--- src/rtl/pmem_burst_controller_pkg.sv ---
// Shared types for the line-to-beat burst adapter between the L2 pmem port and the DRAM burst bus.
// The optional watchdog is enabled with PMEM_BURST_TIMEOUT_EN.
package pmem_burst_controller_pkg;

    localparam int PMEM_ADDR_BITS    = 16;
    localparam int DEFAULT_LINE_BITS = 128;
    localparam int DEFAULT_BEAT_BITS = 32;

    typedef logic [DEFAULT_LINE_BITS-1:0] lc3b_pmem_data;
    typedef logic [DEFAULT_BEAT_BITS-1:0] lc3b_pmem_beat;

    typedef enum logic [2:0] {
        ST_IDLE,
        ST_CMD,
        ST_WDATA,
        ST_RDATA,
        ST_RESP
    } pmem_burst_state_t;

    // Clears the byte-offset bits so the bus only ever sees line-aligned addresses.
    function automatic logic [PMEM_ADDR_BITS-1:0] line_align(
        input logic [PMEM_ADDR_BITS-1:0] addr,
        input int                        off_bits
    );
        return addr & (16'hFFFF << off_bits);
    endfunction

endpackage

--- src/rtl/pmem_burst_controller_beat_shifter.sv ---
// pmem_beat_shifter: line register with beat-indexed write (read assembly),
// beat-indexed select (write serialisation) and the shared beat counter.
import pmem_burst_controller_pkg::*;

module pmem_beat_shifter #(
    parameter int LINE_BITS = 128,
    parameter int BEAT_BITS = 32,
    parameter int NBEATS    = LINE_BITS / BEAT_BITS,
    parameter int CNT_W     = $clog2(NBEATS + 1)
) (
    input  logic                 clk,
    input  logic                 reset,
    input  logic                 load_en,
    input  logic [LINE_BITS-1:0] load_line,
    input  logic                 beat_wr_en,
    input  logic [BEAT_BITS-1:0] beat_wdata,
    input  logic                 cnt_clr,
    input  logic                 cnt_inc,
    output logic [CNT_W-1:0]     cnt,
    output logic [LINE_BITS-1:0] line_merged,
    output logic [BEAT_BITS-1:0] beat_sel
);

    logic [LINE_BITS-1:0] line_q;

    // Counter values at or beyond NBEATS address no slot, so late beats are dropped.
    always_comb begin
        line_merged = line_q;
        beat_sel    = '0;
        for (int i = 0; i < NBEATS; i++) begin
            if (cnt == CNT_W'(i)) begin
                beat_sel = line_q[i*BEAT_BITS +: BEAT_BITS];
                if (beat_wr_en) begin
                    line_merged[i*BEAT_BITS +: BEAT_BITS] = beat_wdata;
                end
            end
        end
    end

    always_ff @(posedge clk or posedge reset) begin
        if (reset) begin
            line_q <= '0;
            cnt    <= '0;
        end else begin
            if (load_en) begin
                line_q <= load_line;
            end else begin
                line_q <= line_merged;
            end
            if (cnt_clr) begin
                cnt <= '0;
            end else if (cnt_inc && (cnt != CNT_W'(NBEATS))) begin
                cnt <= cnt + 1'b1;
            end
        end
    end

endmodule

--- src/rtl/pmem_burst_controller.sv ---
// Line-to-beat adapter: one pmem line request becomes a bus command plus NBEATS data beats.
// Define PMEM_BURST_TIMEOUT_EN to build the sticky watchdog that forces completion on a stuck bus.
import pmem_burst_controller_pkg::*;

// state | meaning
// IDLE  | waiting for pmem_read / pmem_write, request latched on accept
// CMD   | bus_cmd_valid high until bus_cmd_ready
// WDATA | presenting write beats, advance on bus_wready
// RDATA | collecting read beats until bus_rlast
// RESP  | one-cycle pmem_resp pulse
module pmem_burst_controller #(
    parameter int LINE_BITS      = 128,
    parameter int BEAT_BITS      = 32,
    parameter int TIMEOUT_CYCLES = 255
) (
    input  logic                 clk,
    input  logic                 reset,
    input  logic                 pmem_read,
    input  logic                 pmem_write,
    input  logic [15:0]          pmem_address,
    input  logic [LINE_BITS-1:0] pmem_wdata,
    output logic                 pmem_resp,
    output logic [LINE_BITS-1:0] pmem_rdata,
    output logic                 bus_cmd_valid,
    input  logic                 bus_cmd_ready,
    output logic                 bus_cmd_write,
    output logic [15:0]          bus_cmd_addr,
    output logic                 bus_wvalid,
    input  logic                 bus_wready,
    output logic [BEAT_BITS-1:0] bus_wdata,
    output logic                 bus_wlast,
    input  logic                 bus_rvalid,
    input  logic [BEAT_BITS-1:0] bus_rdata,
    input  logic                 bus_rlast,
    output logic                 bus_timeout
);

    localparam int NBEATS = LINE_BITS / BEAT_BITS;
    localparam int CNT_W  = $clog2(NBEATS + 1);
    localparam int OFF_W  = $clog2(LINE_BITS / 8);

    pmem_burst_state_t state, state_next;

    logic                 load_en;
    logic [LINE_BITS-1:0] load_line;
    logic                 beat_wr_en;
    logic                 cnt_clr;
    logic                 cnt_inc;
    logic [CNT_W-1:0]     cnt;
    logic [LINE_BITS-1:0] line_merged;
    logic [BEAT_BITS-1:0] beat_sel;
    logic                 rdata_load;
    logic                 wd_hit;
    logic                 cmd_write_q;
    logic [15:0]          cmd_addr_q;
    logic [LINE_BITS-1:0] rdata_q;

    pmem_beat_shifter #(
        .LINE_BITS (LINE_BITS),
        .BEAT_BITS (BEAT_BITS),
        .NBEATS    (NBEATS),
        .CNT_W     (CNT_W)
    ) u_shifter (
        .clk         (clk),
        .reset       (reset),
        .load_en     (load_en),
        .load_line   (load_line),
        .beat_wr_en  (beat_wr_en),
        .beat_wdata  (bus_rdata),
        .cnt_clr     (cnt_clr),
        .cnt_inc     (cnt_inc),
        .cnt         (cnt),
        .line_merged (line_merged),
        .beat_sel    (beat_sel)
    );

    always_ff @(posedge clk or posedge reset) begin
        if (reset) begin
            state <= ST_IDLE;
        end else begin
            state <= state_next;
        end
    end

    always_comb begin
        state_next = state;
        load_en    = 1'b0;
        load_line  = pmem_wdata;
        beat_wr_en = 1'b0;
        cnt_clr    = 1'b0;
        cnt_inc    = 1'b0;
        rdata_load = 1'b0;
        case (state)
            ST_IDLE: begin
                cnt_clr = 1'b1;
                if (pmem_write) begin
                    load_en    = 1'b1;
                    state_next = ST_CMD;
                end else if (pmem_read) begin
                    // Seed with the last read line so slots a short burst never fills keep old data.
                    load_en    = 1'b1;
                    load_line  = rdata_q;
                    state_next = ST_CMD;
                end
            end
            ST_CMD: begin
                cnt_clr = 1'b1;
                if (bus_cmd_ready) begin
                    state_next = cmd_write_q ? ST_WDATA : ST_RDATA;
                end
            end
            ST_WDATA: begin
                if (bus_wready) begin
                    cnt_inc = 1'b1;
                    if (cnt == CNT_W'(NBEATS - 1)) begin
                        state_next = ST_RESP;
                    end
                end
            end
            ST_RDATA: begin
                if (bus_rvalid) begin
                    beat_wr_en = 1'b1;
                    cnt_inc    = 1'b1;
                    if (bus_rlast) begin
                        rdata_load = 1'b1;
                        state_next = ST_RESP;
                    end
                end
            end
            ST_RESP: begin
                state_next = ST_IDLE;
            end
            default: begin
                state_next = ST_IDLE;
            end
        endcase
        if (wd_hit) begin
            state_next = ST_RESP;
        end
    end

    always_ff @(posedge clk or posedge reset) begin
        if (reset) begin
            cmd_write_q <= 1'b0;
            cmd_addr_q  <= '0;
            rdata_q     <= '0;
        end else begin
            if ((state == ST_IDLE) && (pmem_write || pmem_read)) begin
                cmd_write_q <= pmem_write;
                cmd_addr_q  <= line_align(pmem_address, OFF_W);
            end
            if (rdata_load) begin
                rdata_q <= line_merged;
            end
        end
    end

`ifdef PMEM_BURST_TIMEOUT_EN
    localparam int WD_W = ($clog2(TIMEOUT_CYCLES + 1) > 8) ? $clog2(TIMEOUT_CYCLES + 1) : 8;

    logic [WD_W-1:0] wd_q;
    logic            wd_active;
    logic            timeout_q;

    assign wd_active = (state == ST_CMD) || (state == ST_WDATA) || (state == ST_RDATA);
    assign wd_hit    = wd_active && (wd_q == WD_W'(TIMEOUT_CYCLES - 1));

    always_ff @(posedge clk or posedge reset) begin
        if (reset) begin
            wd_q      <= '0;
            timeout_q <= 1'b0;
        end else begin
            if (state_next != state) begin
                wd_q <= '0;
            end else if (wd_active) begin
                wd_q <= wd_q + 1'b1;
            end
            if (wd_hit) begin
                timeout_q <= 1'b1;
            end
        end
    end

    assign bus_timeout = timeout_q;
`else
    // Without the watchdog the FSM waits indefinitely; the compare is constant false.
    assign wd_hit      = (TIMEOUT_CYCLES < 0);
    assign bus_timeout = 1'b0;
`endif

    assign pmem_resp     = (state == ST_RESP);
    assign pmem_rdata    = rdata_q;
    assign bus_cmd_valid = (state == ST_CMD);
    assign bus_cmd_write = cmd_write_q;
    assign bus_cmd_addr  = cmd_addr_q;
    assign bus_wvalid    = (state == ST_WDATA);
    assign bus_wlast     = (state == ST_WDATA) && (cnt == CNT_W'(NBEATS - 1));
    assign bus_wdata     = beat_sel;

endmodule

--- config.mk ---
export PLATFORM = sky130hd
export DESIGN_NAME = pmem_burst_controller
export DESIGN_NICKNAME = d
export VERILOG_FILES = /design/src/rtl/pmem_burst_controller_pkg.sv /design/src/rtl/pmem_burst_controller_beat_shifter.sv /design/src/rtl/pmem_burst_controller.sv
export SDC_FILE = /design/constraint.sdc
export NUM_CORES = 1
export LEC_CHECK = 0
export CAP_MARGIN = 20
export CORE_ASPECT_RATIO = 0.75
export CORE_UTILIZATION = 49
export DETAILED_ROUTE_END_ITERATION = 10
export GPL_ROUTABILITY_DRIVEN = 0
export HOLD_SLACK_MARGIN = 0.1
export PLACE_DENSITY = 0.89
export RECOVER_POWER = 50
export SYNTH_ARGS = -nofsm -noshare
export SYNTH_HDL_FRONTEND = slang
export SYNTH_SLANG_ARGS = --single-unit
--- constraint.sdc ---
create_clock -name clk -period 12.57 [get_ports clk]
set_input_delay 2.514 -clock clk [delete_from_list [all_inputs] [get_ports clk]]
set_output_delay 2.514 -clock clk [all_outputs]
set_load 0.005 [all_outputs]
=== Yosys cells after proc, flatten, opt, wreduce, memory -nomap -nowiden ===
Cells that the tools add are included.
Widths: inputs -> output; s select.

* Flip-flop bits (word level): 275
* Latch bits: 0
* Bits in writable memories: 0
* ROM bits: 0
* Bits of input ports: 184
* Output and inout bits: 182
* Logic and storage cells: 68
* Memories: 0

* Add/subtract/negate cells: 1
* Multipliers: 0
* Div/mod/pow operators: 0
* Order comparisons: 0
* Equal/unequal tests: 14
* Shifts and indexed selects: 0
* Multiplexer cells: 38
* Bitwise logic cells: 0
* Reduce and logical (&&, ||, !) cells: 9

{| class="wikitable"
|+ Operator list
! kind !! count
|-
| $mux 128 || 4
|-
| $mux 32 || 12
|-
| $mux 3 || 9
|-
| $eq 3x2->1 const B || 4
|-
| $pmux 3 s4 || 1
|-
| $mux 1 || 11
|-
| $eq 3x1->1 const B || 2
|-
| $logic_not 3->1 || 2
|-
| $ne 2x1->1 const B || 3
|-
| $ne 3x3->1 const B || 2
|-
| $reduce_and 6->1 || 1
|-
| $ne 2x2->1 const B || 2
|-
| $add 3x1->3 const B || 1
|-
| $eq 3x3->1 const B || 1
|-
| $logic_and 1x1->1 || 3
|-
| $pmux 1 s2 || 1
|-
| $reduce_bool 2->1 || 1
|-
| $reduce_or 2->1 || 1
|-
| $logic_or 1x1->1 || 1
|}

=== Logic depth before layout (Yosys ltp) ===
Gate-level depths: netlist of run 1.

* Depth in word-level cells: 5
* Mapped depth: 9
* Gate-level depth less buffers: 6

=== Modules after synthesis ===
A second synthesis of run 1 with hierarchy kept.

* Cells, all modules: 1099
* Area total of the unflattened synthesis: 15265.9 um2

{| class="wikitable"
|+ By module, submodules not included
! module !! times used !! cells an instance !! area each (um2) !! seq. area each (um2)
|-
| pmem_beat_shifter || 1 || 622 || 7703.6 || 3278.1
|-
| pmem_burst_controller || 1 || 477 || 7562.3 || 3603.5
|}

=== Worst setup path before layout of run 1 ===
No wires, ideal clock.

* Path kind: register to output
* Start point: register u_shifter.cnt[1]
* End point: output bus_wdata[10]
* Data arrival time: 1623 ps
* Data required time: 10056 ps
* Slack: 8433 ps
* Cell stages (with the launch flop): 9
* Path buffers: 2
* Path through: dfrtp_1 -> inv_1 -> ha_1 -> clkbuf_1 -> nor2b_1 -> clkbuf_1 -> a221oi_1 -> a21oi_1 -> a22o_1

* Longest elaborated chain between the ends: 5
* Elaborated cells on any way between the ends: 8
* Those cells by class: eq/ne: 3; mux: 4; reduce/logical: 1

{| class="wikitable"
|+ Ends and longest elaborated chain
! what !! line !! text
|-
| from (decl) || pmem_burst_controller_beat_shifter.sv:19 || <nowiki>output logic [CNT_W-1:0] cnt,</nowiki>
|-
| from (signal assigned) || pmem_burst_controller_beat_shifter.sv:53 || <nowiki>cnt <= cnt + 1'b1;</nowiki>
|-
| $logic_not 3->1 || pmem_burst_controller_beat_shifter.sv:31 || <nowiki>if (cnt == CNT_W'(i)) begin</nowiki>
|-
| $mux 32 (3 in a row) || pmem_burst_controller_beat_shifter.sv:31 ||
|-
| $mux 32 * || pmem_burst_controller_beat_shifter.sv:31 ||
|-
| to (decl) || pmem_burst_controller.sv:30 || <nowiki>output logic [BEAT_BITS-1:0] bus_wdata,</nowiki>
|}

Mark *: on every way between the ends. The rest lies on a longest branch, timed or not.

==> impl_metrics.json, run 1 <==
{
  "synthToLayoutAreaGrowth_pct": 32.9,
  "seq_area_mm2": 0.00688,
  "dieArea_mm2": 0.0273,
  "synth_cells": 1224,
  "async_flop_share": 1.00,
  "fin_crit_ps": 6840,
  "clock_path_buffers": 3,
  "post-route-util": 0.666,
  "hpwlAfterDp_mm": 26.2,
  "p_sw_frac": 0.364,
  "synth_most_common_cell": "dfrtp_1",
  "netlist_top_cells_count": "dfrtp_1, a21oi_1, nor2_1",
  "cts_tree": "built",
  "critical_path_class": "in2async",
  "power_mw": 4.35,
  "leakagePower_nw": 7.05,
  "setup_violations": 0,
  "crit_arrival_ps": 7400,
  "wirelength_mm": 42.0,
  "max_slew_margin": -1.31,
  "fin_area_mm2": 0.0173,
  "track_usage": 0.299,
  "fin_crit_sh": 0.544,
  "worst_hold_path_type": "reg2reg",
  "setup_tns_ps": 0,
  "synth_edf_count": 0,
  "grt_overflow": 0,
  "worst_slack_ps": 5730,
  "first_pass_iters": 6,
  "grt_pass1_wl_mm": 63.7,
  "first_global_vias": 11600,
  "syn_area_mm2": 0.0130,
  "hold_viol_final": 0,
  "io_buffers": 356,
  "synth_seq_area_share": 0.528,
  "diodes": 0,
  "cp-end-kind": "asynchronous set/reset pin",
  "synth_top_area_frac": 0.528,
  "ys.flop_type": "dfrtp_1",
  "pre_cts_ws_ps": 6920,
  "vias_per_cell": 6.11,
  "start_util": 0.501,
  "postCtsHoldBufs": 0,
  "yosys_warnings": 0,
  "syn_area_per_cell_um2": 10.7,
  "nFillCells": 1932,
  "synth_area_leaders": "dfrtp_1, mux2i_1, a22oi_1, a21oi_1, nor2_1",
  "cellPowerDensity_mw_per_mm2": 251,
  "ant_nets": 0,
  "drt_iter0_drc": 873,
  "yosysTopAreaCell": "dfrtp_1",
  "startpoint_type": "primary input",
  "io-pin-count": 366,
  "antenna_found_initial": 0,
  "skew_ps": 12.7,
  "p_int_mw": 2.76,
  "hold_slack_ps": 511,
  "post_cts_buffers": 0,
  "drc": 0,
  "drive_gt1_frac": 0.0535,
  "htree_levels": 1,
  "multiInputGateArea_mm2": 0.00527,
  "drv_cap": 2,
  "clock.fmax_mhz": 146,
  "clk_latency_ps": 540,
  "pwr-share-seq": 0.376,
  "die_h_um": 143,
  "numCtsBuffers": 28,
  "finalNetCount": 1707,
  "ys_ff_latch": 275,
  "clkTransAtPathRegs_ps": 60,
  "status": "finished, violations left",
  "cts-resized-gates": 0,
  "drv_slew": 127,
  "grt_max_degree": 223,
  "p_switching_mw": 1.58,
  "vias": 11500,
  "place_area_mm2": 0.0165,
  "violations": "max-capacitance violations, max-slew violations",
  "avgRoutedWirePerCell_um": 22.4,
  "clkPwrFrac": 0.185,
  "comb_power_share": 0.439,
  "synth.distinct_cells": 37,
  "worst_slew_pin_slew_ps": 3460,
  "core_mm2": 0.0260,
  "rsz0062_at_grt": "false",
  "ir_worst_vdd_uv": 156,
  "dpl.cell_count": 1831,
  "instances_no_fill": 1876,
  "root_buffer": "clkbuf_16",
  "cts.sink_count": 275,
  "path_max_fanout": 66,
  "crit_required_ps": 13130,
  "die_width_um": 190,
  "rows": 51
}
area by class of cell:
cell class | count | share of cell area
clock buffer | 39 | 0.0469
multi-input combinational | 803 | 0.304
timing repair buffer | 375 | 0.216
sequential | 275 | 0.397
clock inverter | 5 | 0.00325
inverter | 35 | 0.00765
tap | 344 | 0.0248
power by group through the flow:
| stage | clock network, mW | registers, mW | logic [mW] |
|---|---|---|---|
| 6_report | 0.805 | 1.63 | 1.91 |
| 5_1_grt | 0.850 | 1.68 | 2.08 |
| 4_1_cts | 0.815 | 1.64 | 1.99 |
| 3_5_place_dp | 0 | 1.64 | 1.97 |
| 3_3_place_gp | 0 | 1.61 | 1.91 |
| 2_1_floorplan | 0 | 1.59 | 0.988 |
cell usage in the layout (no fill, tap or decap), types with 34 or more instances in the layout:
cell type / n
dfrtp_1: 275
o21ai_1: 70
clkdlybuf4s50_1: 212
mux2i_1: 130
dlygate4sd3_1: 144
o21ai_0: 60
nor2_1: 136
a21oi_1: 160
inv_1: 34
a22oi_1: 128
logic make-up after synthesis:
group,after synthesis,synth area share
AOI/OAI and AO/OA,484,0.229
DFF,275,0.528
and+or+nand+nor,163,0.0522
buffers and inverters,150,0.0723
muxes,145,0.113
adders and majority gates,5,0.00480
other,1,0.000288
xor gates and xnor gates,1,0.000672
path summary, 6_finish.rpt:
path | start | to | slack, ps | depth (start not counted)
worst max-delay path | reset | pmem_rdata[49]$_DFFE_PP0P_ | 5730 | 4
worst min-delay path | bus_cmd_addr[8]$_DFFE_PP0P_ | bus_cmd_addr[8]$_DFFE_PP0P_ | 510 | 1
worst max register to register | state[0]$_DFFE_PP0P_ | u_shifter.line_q[54]$_DFF_PP0_ | 7750 | 5
worst min register to register | bus_cmd_addr[8]$_DFFE_PP0P_ | bus_cmd_addr[8]$_DFFE_PP0P_ | 510 | 1
max in group clk | pmem_write | u_shifter.line_q[54]$_DFF_PP0_ | 5960 | 5
min in group asynchronous | reset | pmem_rdata[98]$_DFFE_PP0P_ | 2720 | 2
sequential cells by signal (all words and copies together) (netlist names):
name and cells:
bus_cmd_write 1, pmem_rdata 128, u_shifter.line_q 128, u_shifter.cnt 3, bus_cmd_addr 12, state 3
critical path, cell delays in order:
cell and delay, ps:
dlygate4sd3_1 540, clkinvlp_2 790, clkbuf_1 2500, buf_4 970
metal layers:
layer  up-vias  global-route usage  part of all wire
met5         -                   0                 0
met4         0               0.105             0.029
met3       101              0.0885              0.11
met2       649               0.490              0.48
met1      5649               0.377              0.39
li1       5063                   -                 -
(Power assumes the default switching activity.)
==> run 2: changes to the inputs <==
Settings changed: CORE_UTILIZATION 49 to 44, PLACE_DENSITY 0.89 to 0.84.
Clock period 12.57 ns to 5.6 ns, I/O delays scaled along.
==> impl_metrics.json, run 2 (synthesis gave the netlist of run 1 again) <==
{
  "grt_max_degree": 205,
  "p_switching_mw": 3.56,
  "clk_latency_ps": 550,
  "diodes": 0,
  "antenna_found_initial": 1,
  "worst_hold_path_type": "reg2reg",
  "crit_slowest_cell": "nor2b_4",
  "die_width_um": 201,
  "rows": 54,
  "setup_tns_ps": 0,
  "p_int_mw": 6.38,
  "grt_overflow": 0,
  "cts.sink_count": 275,
  "io_buffers": 356,
  "cts-resized-gates": 0,
  "setup_violations": 0,
  "cpPeakStageDelay_ps": 1000,
  "place_area_mm2": 0.0165,
  "hold_slack_ps": 498,
  "rsz0062_at_grt": "false",
  "startpoint_type": "flop",
  "postCtsHoldBufs": 0,
  "ir_worst_vdd_uv": 370,
  "clkPwrFrac": 0.194,
  "drv_slew": 319,
  "worst_slew_pin_slew_ps": 3070,
  "htree_levels": 1,
  "hpwlAfterDp_mm": 25.7,
  "final_cell_mix": "dfrtp_1, clkdlybuf4s50_1, a21oi_1",
  "core_mm2": 0.0291,
  "cp_top_family": "simple AND/OR/NAND/NOR gates",
  "clock_path_buffers": 3,
  "vias": 11400,
  "hold_viol_final": 0,
  "grt_pass1_wl_mm": 63.9,
  "io-pin-count": 366,
  "clkTransAtPathRegs_ps": 60,
  "cp-end-kind": "output pin",
  "path_cells": "inv_1, ha_2, nor2b_4, a221oi_1, a21oi_1, a22o_1, clkdlybuf4s50_1",
  "fin_crit_sh": 0.855,
  "vias_per_cell": 5.93,
  "fin_area_mm2": 0.0174,
  "cts_tree": "built",
  "pwr-share-seq": 0.370,
  "critPathBufInv": 2,
  "crit_arrival_ps": 3670,
  "first_global_vias": 11500,
  "final_common_cell": "dfrtp_1",
  "start_util": 0.448,
  "numCtsBuffers": 28,
  "status": "finished, violations left",
  "worst_slack_ps": 813,
  "drive_gt1_frac": 0.0573,
  "track_usage": 0.267,
  "die_h_um": 151,
  "dpl.cell_count": 1877,
  "violations": "max-capacitance violations, max-slew violations",
  "dieArea_mm2": 0.0303,
  "avgRoutedWirePerCell_um": 21.3,
  "synthToLayoutAreaGrowth_pct": 33.8,
  "first_pass_iters": 6,
  "leakagePower_nw": 7.07,
  "max_slew_margin": -1.05,
  "root_buffer": "clkbuf_16",
  "crit_required_ps": 4480,
  "critical_path_class": "reg2out",
  "drc": 0,
  "path_max_fanout": 36,
  "clock.fmax_mhz": 209,
  "drt_iter0_drc": 873,
  "fin_crit_ps": 4790,
  "skew_ps": 15.6,
  "drv_cap": 4,
  "cellPowerDensity_mw_per_mm2": 570,
  "instances_no_fill": 1928,
  "pre_cts_ws_ps": 1510,
  "finalNetCount": 1704,
  "p_sw_frac": 0.358,
  "comb_power_share": 0.436,
  "post_cts_buffers": 0,
  "wirelength_mm": 41.1,
  "ant_nets": 0
}
==> run 2: routing by layer <==
metal	GRT usage	vias to the layer above	share of wire
met5	0	-	0.00032
met3	0.0749	69	0.10
met1	0.356	5683	0.41
li1	-	5043	-
met4	0.0748	2	0.019
met2	0.428	629	0.47
==> run 2: layout make-up <==
class                   count  area (um^2)
fillers                  2315        11700
flip-flops and latches    275         6880
multi-input cells         803         5280
repair buffers            372         3700
clock buffers              47          903
well taps                 392          490
inverters                  35          133
clock inverters             4         52.6
==> run 2: power by group through the flow <==
stage / Clock (mW) / Sequential [mW] / Combinational (mW)
6_report: 1.93 / 3.68 / 4.33
5_1_grt: 2.04 / 3.79 / 4.73
4_1_cts: 1.96 / 3.67 / 4.43
3_5_place_dp: 0 / 3.68 / 4.40
3_3_place_gp: 0 / 3.64 / 4.27
2_1_floorplan: 0 / 3.57 / 2.22
==> run 2: path summary, 6_finish.rpt <==
check,start,to,slack [ps],depth (start not counted)
setup reg to reg,state[0]$_DFFE_PP0P_,u_shifter.line_q[118]$_DFF_PP0_,1800,5
setup / recovery,u_shifter.cnt[1]$_DFFE_PP0P_,bus_wdata[7],810,7
hold / removal,bus_cmd_addr[9]$_DFFE_PP0P_,bus_cmd_addr[9]$_DFFE_PP0P_,500,1
max in group asynchronous,reset,pmem_rdata[83]$_DFFE_PP0P_,1120,3
hold reg to reg,bus_cmd_addr[9]$_DFFE_PP0P_,bus_cmd_addr[9]$_DFFE_PP0P_,500,1
min in group asynchronous,reset,u_shifter.line_q[66]$_DFF_PP0_,1340,2
==> run 2: metrics by stage <==
step	utilization	total power, mW
3_3_place_gp	0.567	7.91
2_1_floorplan	-	5.79
6_report	0.599	9.95
3_5_place_dp	0.567	8.08
4_1_cts	0.600	10.1
5_1_grt	0.599	10.6
==> run 3: changes to the inputs <==
--- a/constraint.sdc
+++ b/constraint.sdc
@@ -3,2 +3,2 @@
 set_output_delay 1.12 -clock clk [all_outputs]
-set_load 0.005 [all_outputs]
+set_load 0.05 [all_outputs]
==> impl_metrics.json, run 3 (synthesis gave the netlist of run 1 again) <==
{
  "crit-reg2reg-capture": "u_shifter.line_q[9]$_DFF_PP0_",
  "io-pin-count": 366,
  "crit_arrival_ps": 5340,
  "synthToLayoutAreaGrowth_pct": 33.7,
  "core_mm2": 0.0291,
  "hold_viol_final": 0,
  "dieArea_mm2": 0.0303,
  "cts-resized-gates": 0,
  "avgRoutedWirePerCell_um": 21.3,
  "instances_no_fill": 1931,
  "skew_ps": 12.7,
  "max_slew_margin": -1.53,
  "cp-end-kind": "flop",
  "crit_start": "bus_rvalid",
  "first_pass_iters": 6,
  "vias_per_cell": 5.85,
  "clock_path_buffers": 3,
  "numCtsBuffers": 27,
  "startpoint_type": "primary input",
  "crit_required_ps": 6010,
  "fin_crit_ps": 4930,
  "die_h_um": 151,
  "cpPeakStageDelay_ps": 2400,
  "track_usage": 0.264,
  "worstHoldStart": "bus_cmd_addr[10]$_DFFE_PP0P_",
  "crit_slowest_cell": "buf_2",
  "setup_violations": 0,
  "drt_iter0_drc": 947,
  "reg2regPathDepth": 5,
  "first_global_vias": 11300,
  "worst_hold_path_type": "reg2reg",
  "place_area_mm2": 0.0166,
  "ant_nets": 0,
  "worstSetupEndpoint": "pmem_rdata[82]$_DFFE_PP0P_",
  "rrSetupSlack_ps": 1030,
  "grt_overflow": 0,
  "final_common_cell": "clkdlybuf4s50_1",
  "wirelength_mm": 41.1,
  "io_buffers": 356,
  "reg2reg_from": "state[0]$_DFFE_PP0P_",
  "ir_worst_vdd_uv": 493,
  "fin_area_mm2": 0.0174,
  "clk_latency_ps": 540,
  "cts.sink_count": 275,
  "clock.fmax_mhz": 203,
  "path_max_fanout": 206,
  "multiInputGateArea_mm2": 0.00526,
  "rows": 54,
  "violations": "max-capacitance violations, max-slew violations",
  "cts_tree": "built",
  "final_cell_mix": "clkdlybuf4s50_1, dfrtp_1, a21oi_1",
  "vias": 11300,
  "root_buffer": "clkbuf_16",
  "hold_slack_ps": 508,
  "fin_crit_sh": 0.880,
  "hpwlAfterDp_mm": 25.9,
  "grt_pass1_wl_mm": 63.0,
  "post_cts_buffers": 0,
  "drv_slew": 676,
  "cellPowerDensity_mw_per_mm2": 724,
  "die_width_um": 201,
  "power_mw": 12.6,
  "dpl.cell_count": 1881,
  "nFillCells": 2357,
  "start_util": 0.448,
  "critical_path_class": "in2reg",
  "htree_levels": 1,
  "status": "finished, violations left",
  "drc": 0,
  "grt_max_degree": 207,
  "diodes": 0,
  "antenna_found_initial": 2,
  "drive_gt1_frac": 0.0585,
  "postCtsHoldBufs": 0,
  "rsz0062_at_grt": "false",
  "leakagePower_nw": 7.06,
  "setup_tns_ps": 0,
  "drv_cap": 8,
  "finalNetCount": 1707,
  "seq_area_mm2": 0.00688,
  "clkTransAtPathRegs_ps": 60,
  "worst_slew_pin_slew_ps": 3790,
  "path_cells": "dlygate4sd3_1, nand3_1, nor2_4, buf_2, nor2_1, a21oi_1"
}
## run 3: area by class of cell
cell class,count,share of cell area
Timing Repair Buffer,376,0.214
Sequential cell,275,0.395
Clock inverter,16,0.00998
Clock buffer,34,0.0437
Tap cell,392,0.0281
Multi-Input combinational cell,803,0.302
Inverter,35,0.00761
## run 3: worst max-delay path: cells and delay by family
kind                   cells  cell delay, ps
buffers and inverters      2            3010
and+or+nand+nor            3             480
AOI/OAI and AO/OA          1             310
## run 3: worst min-delay path by stage
stage	endpoint	slack, ps	cells after the start
2_1_floorplan	state[1]$_DFFE_PP0P_	490	1
3_3_place_gp	bus_cmd_addr[9]$_DFFE_PP0P_	490	1
3_5_place_dp	bus_cmd_addr[10]$_DFFE_PP0P_	500	1
4_1_cts	bus_cmd_addr[10]$_DFFE_PP0P_	510	1
5_1_grt	bus_cmd_addr[8]$_DFFE_PP0P_	530	1
6_report	bus_cmd_addr[10]$_DFFE_PP0P_	510	1
## run 3: metal layers
metal / wire [um] / part of all wire / GRT usage
met4: 886 / 0.022 / 0.0676
met2: 19200 / 0.47 / 0.434
met5: 24 / 0.00058 / 0
met1: 17100 / 0.42 / 0.346
met3: 3850 / 0.094 / 0.0729
## run 3: per-stage QoR
| stage | utilization | setup WS [ps] |
|---|---|---|
| after detailed placement | 0.569 | 1290 |
| after floorplan | - | 843 |
| after global routing | 0.599 | 298 |
| after CTS | 0.601 | 698 |
| after global placement | 0.569 | 1330 |
| final | 0.599 | 671 |
## run 3: power by group
part | switching [mW] | internal, mW | total (mW)
combinational | 4.58 | 2.42 | 6.99
sequential | 0.732 | 2.98 | 3.71
clock | 0.813 | 1.11 | 1.92
total | 6.12 | 6.50 | 12.6
==> variant, RTL diff (config.mk and constraints of run 2) <==
`BEAT_BITS` is set to 32 in 2 places; all go to 16.
--- a/src/rtl/pmem_burst_controller_beat_shifter.sv
+++ b/src/rtl/pmem_burst_controller_beat_shifter.sv
@@ -6,3 +6,3 @@
     parameter int LINE_BITS = 128,
-    parameter int BEAT_BITS = 32,
+    parameter int BEAT_BITS = 16,
     parameter int NBEATS    = LINE_BITS / BEAT_BITS,
--- a/src/rtl/pmem_burst_controller.sv
+++ b/src/rtl/pmem_burst_controller.sv
@@ -12,3 +12,3 @@
     parameter int LINE_BITS      = 128,
-    parameter int BEAT_BITS      = 32,
+    parameter int BEAT_BITS      = 16,
     parameter int TIMEOUT_CYCLES = 255
Interface: changed (resized bus_rdata and bus_wdata); port bits go from 366 to 334. The function was not compared with the original's and may differ.
==> variant against run 2 <==
The flow still finishes with violations (max-capacitance violations, max-slew violations). Fmax down 3.1%. Synthesized area up 12%. Core utilization down 1.9 points. Cell count grew 11%. Global-route usage up 5.6 points. Power is 9.6% higher. Routed wire length up 35%. Sequential share of layout area decreased by 2.8 points. Setup slack lost 0.15 ns. Worst hold slack got worse by 0.023 ns. Sequential cell count up 1. Cell area is 7.9% higher. Critical endpoint is now bus_wdata[11]. Highest routed layer is now met4.
==> variant: results (changes against run 2) <==
----------------------------------------------------
[Floorplan]
  Area enclosed by the die boundary ... 33860 µm² (was 30330 µm²)

[Layout]
  Proportion of layout cells with a drive suffix above 1 ... 5.493% (was 5.729%)
  Inverters, non-clock ... 4 (was 35)
  Number of multi-input combinational cells in the layout ... 1014 (was 803)
  Clock Buffer Count ... 40 (was 47)
  Final non-clock buffer share ... 18.50% (was 21.21%)
  Fraction of area in multi-input gates ... 36.62% (was 30.27%)
  Number of sequential cells ... 276 (was 275)
  Clock-cell share ... 5.151% (was 5.481%)
  Fraction of area in registers ... 36.69% (was 39.46%)
  Filler Cells Inserted ... 2722 (was 2315)
  Number of nets in the final layout ... 1843 (was 1704)

[Yosys]
  Synth top cells by count ... 276 x dfrtp_1, 168 x mux2i_1, 146 x a21oi_1, 146 x nor2_1, 94 x clkbuf_1 (was 275 x dfrtp_1, 160 x a21oi_1, 138 x nor2_1, 130 x mux2i_1, 128 x a22oi_1)
  Complex-gate fraction of the synthesized area ... 22.92% (was 22.91%)
  Proportion of synthesized area in mux cells ... 12.11% (was 11.28%)
  Xor and xnor area share after synthesis ... 0.06011% (was 0.06718%)
  Synth Area in Adders ... 0.3435% (was 0.4799%)
  Netlist cell types ... 51 (was 37)
  Post-Synthesis Cells ... 1452 (was 1224)
  Most area-consuming cells after synthesis ... dfrtp_1 47%, mux2i_1 12%, a21oi_1 5.0%, a22oi_1 4.3%, nor2_1 3.8% (was dfrtp_1 53%, mux2i_1 10%, a22oi_1 7.4%, a21oi_1 6.1%, nor2_1 4.0%)
  Post-synthesis sequential area ratio ... 47.40% (was 52.79%)

[Power]
  Power Sequential ... 4.06 mW (was 3.68 mW)
  Total leakage power ... 8.184 nW (was 7.071 nW)
  Power dissipated in the clock network ... 1.99 mW (was 1.93 mW)
  Net load switching power ... 4.361 mW (was 3.564 mW)

[Route]
  Met2 Wirelength ... 22.94 mm (was 19.34 mm)
  Wire length on met1 ... 23.19 mm (was 16.82 mm)

[Timing]
  Slew of the pin with the lowest slew margin ... 3.484 ns (was 3.072 ns)
  Final Skew ... 0.01511 ns (was 0.01560 ns)
  Final Max Slew Viols ... 304 (was 319)
  Fin crit share ... 88.17% (was 85.48%)

[Setup path]
  Arrival time reported for the critical path endpoint ... 3.82 ns (was 3.67 ns)
  Destination of the worst register-to-register timing path ... u_shifter.line_q[20] (was u_shifter.line_q[118])
  Worst setup endpoint ... bus_wdata[11] (was bus_wdata[7])

[Global route]
  Global-route wire length before repair ... 81.90 mm (was 63.87 mm)
  Maximum number of pins on one net before global-route repair ... 138 (was 205)
  Overall Global Routing Usage ... 32.27% (was 26.69%)

[Place]
  Placement Cell Area ... 17880 µm² (was 16520 µm²)
  Number of input and output port buffers inserted ... 324 (was 356)

[Run]
  Maximum capacitance violations ... 4 (unchanged)

[Run status]
  Result of the run ... finished, violations left (unchanged)
  Failing checks ... max-capacitance violations, max-slew violations (unchanged)

----------------------------------------------------
==> variant: cell types whose count changed in the layout (fill, tap and decap cells not counted), moves of 39 or more <==
cell,change
o21ai_1,-70
nand2_1,+39
a211oi_1,+44
o21ai_0,-57
o22ai_1,+84
a22oi_1,-45
o32ai_1,+60
nand2b_1,+78
==> variant: worst min-delay path by stage <==
| stage | from | endpoint | cells after the start |
|---|---|---|---|
| 3_5_place_dp | bus_cmd_addr[7] | bus_cmd_addr[7] | 2 |
| 5_1_grt | bus_cmd_addr[14] | bus_cmd_addr[14] | 2 |
| 6_report | bus_cmd_addr[7] | bus_cmd_addr[7] | 2 |
| 4_1_cts | bus_cmd_addr[6] | bus_cmd_addr[6] | 2 |
| 3_3_place_gp | bus_cmd_addr[13] | bus_cmd_addr[13] | 2 |
| 2_1_floorplan | bus_cmd_addr[10] | bus_cmd_addr[10] | 2 |
==> variant: metal layers <==
metal	vias up	GRT usage, %
met2	853	44.20
met5	-	0
met3	108	12.01
li1	5848	-
met1	6697	46.51
met4	0	10.80
==> variant: per-stage QoR <==
stage / hold slack [ns] / total power, mW
floorplan: 0.4697 / 6.195
global placement: 0.4640 / 8.654
detailed placement: 0.4692 / 8.875
CTS: 0.4835 / 10.92
global route: 0.5098 / 11.46
finish: 0.4753 / 10.90
==> variant: cell families after synthesis <==
family | after synthesis
adder cells (fa/ha/maj) | 4
AND/OR/NAND/NOR | 340
multiplexers | 175
other | 1
flip-flops | 276
XOR/XNOR | 1
buffers and inverters | 166
AO/OA/AOI/OAI | 489
==> variant: worst max-delay path: stages (launching register included) <==
cell and delay [ns]:
dfrtp_1 0.44, inv_1 0.11, ha_1 0.73, nor2b_1 0.10, buf_4 0.23, a221oi_1 0.59
o32a_1 0.41, o32ai_1 0.14, clkdlybuf4s50_1 0.50
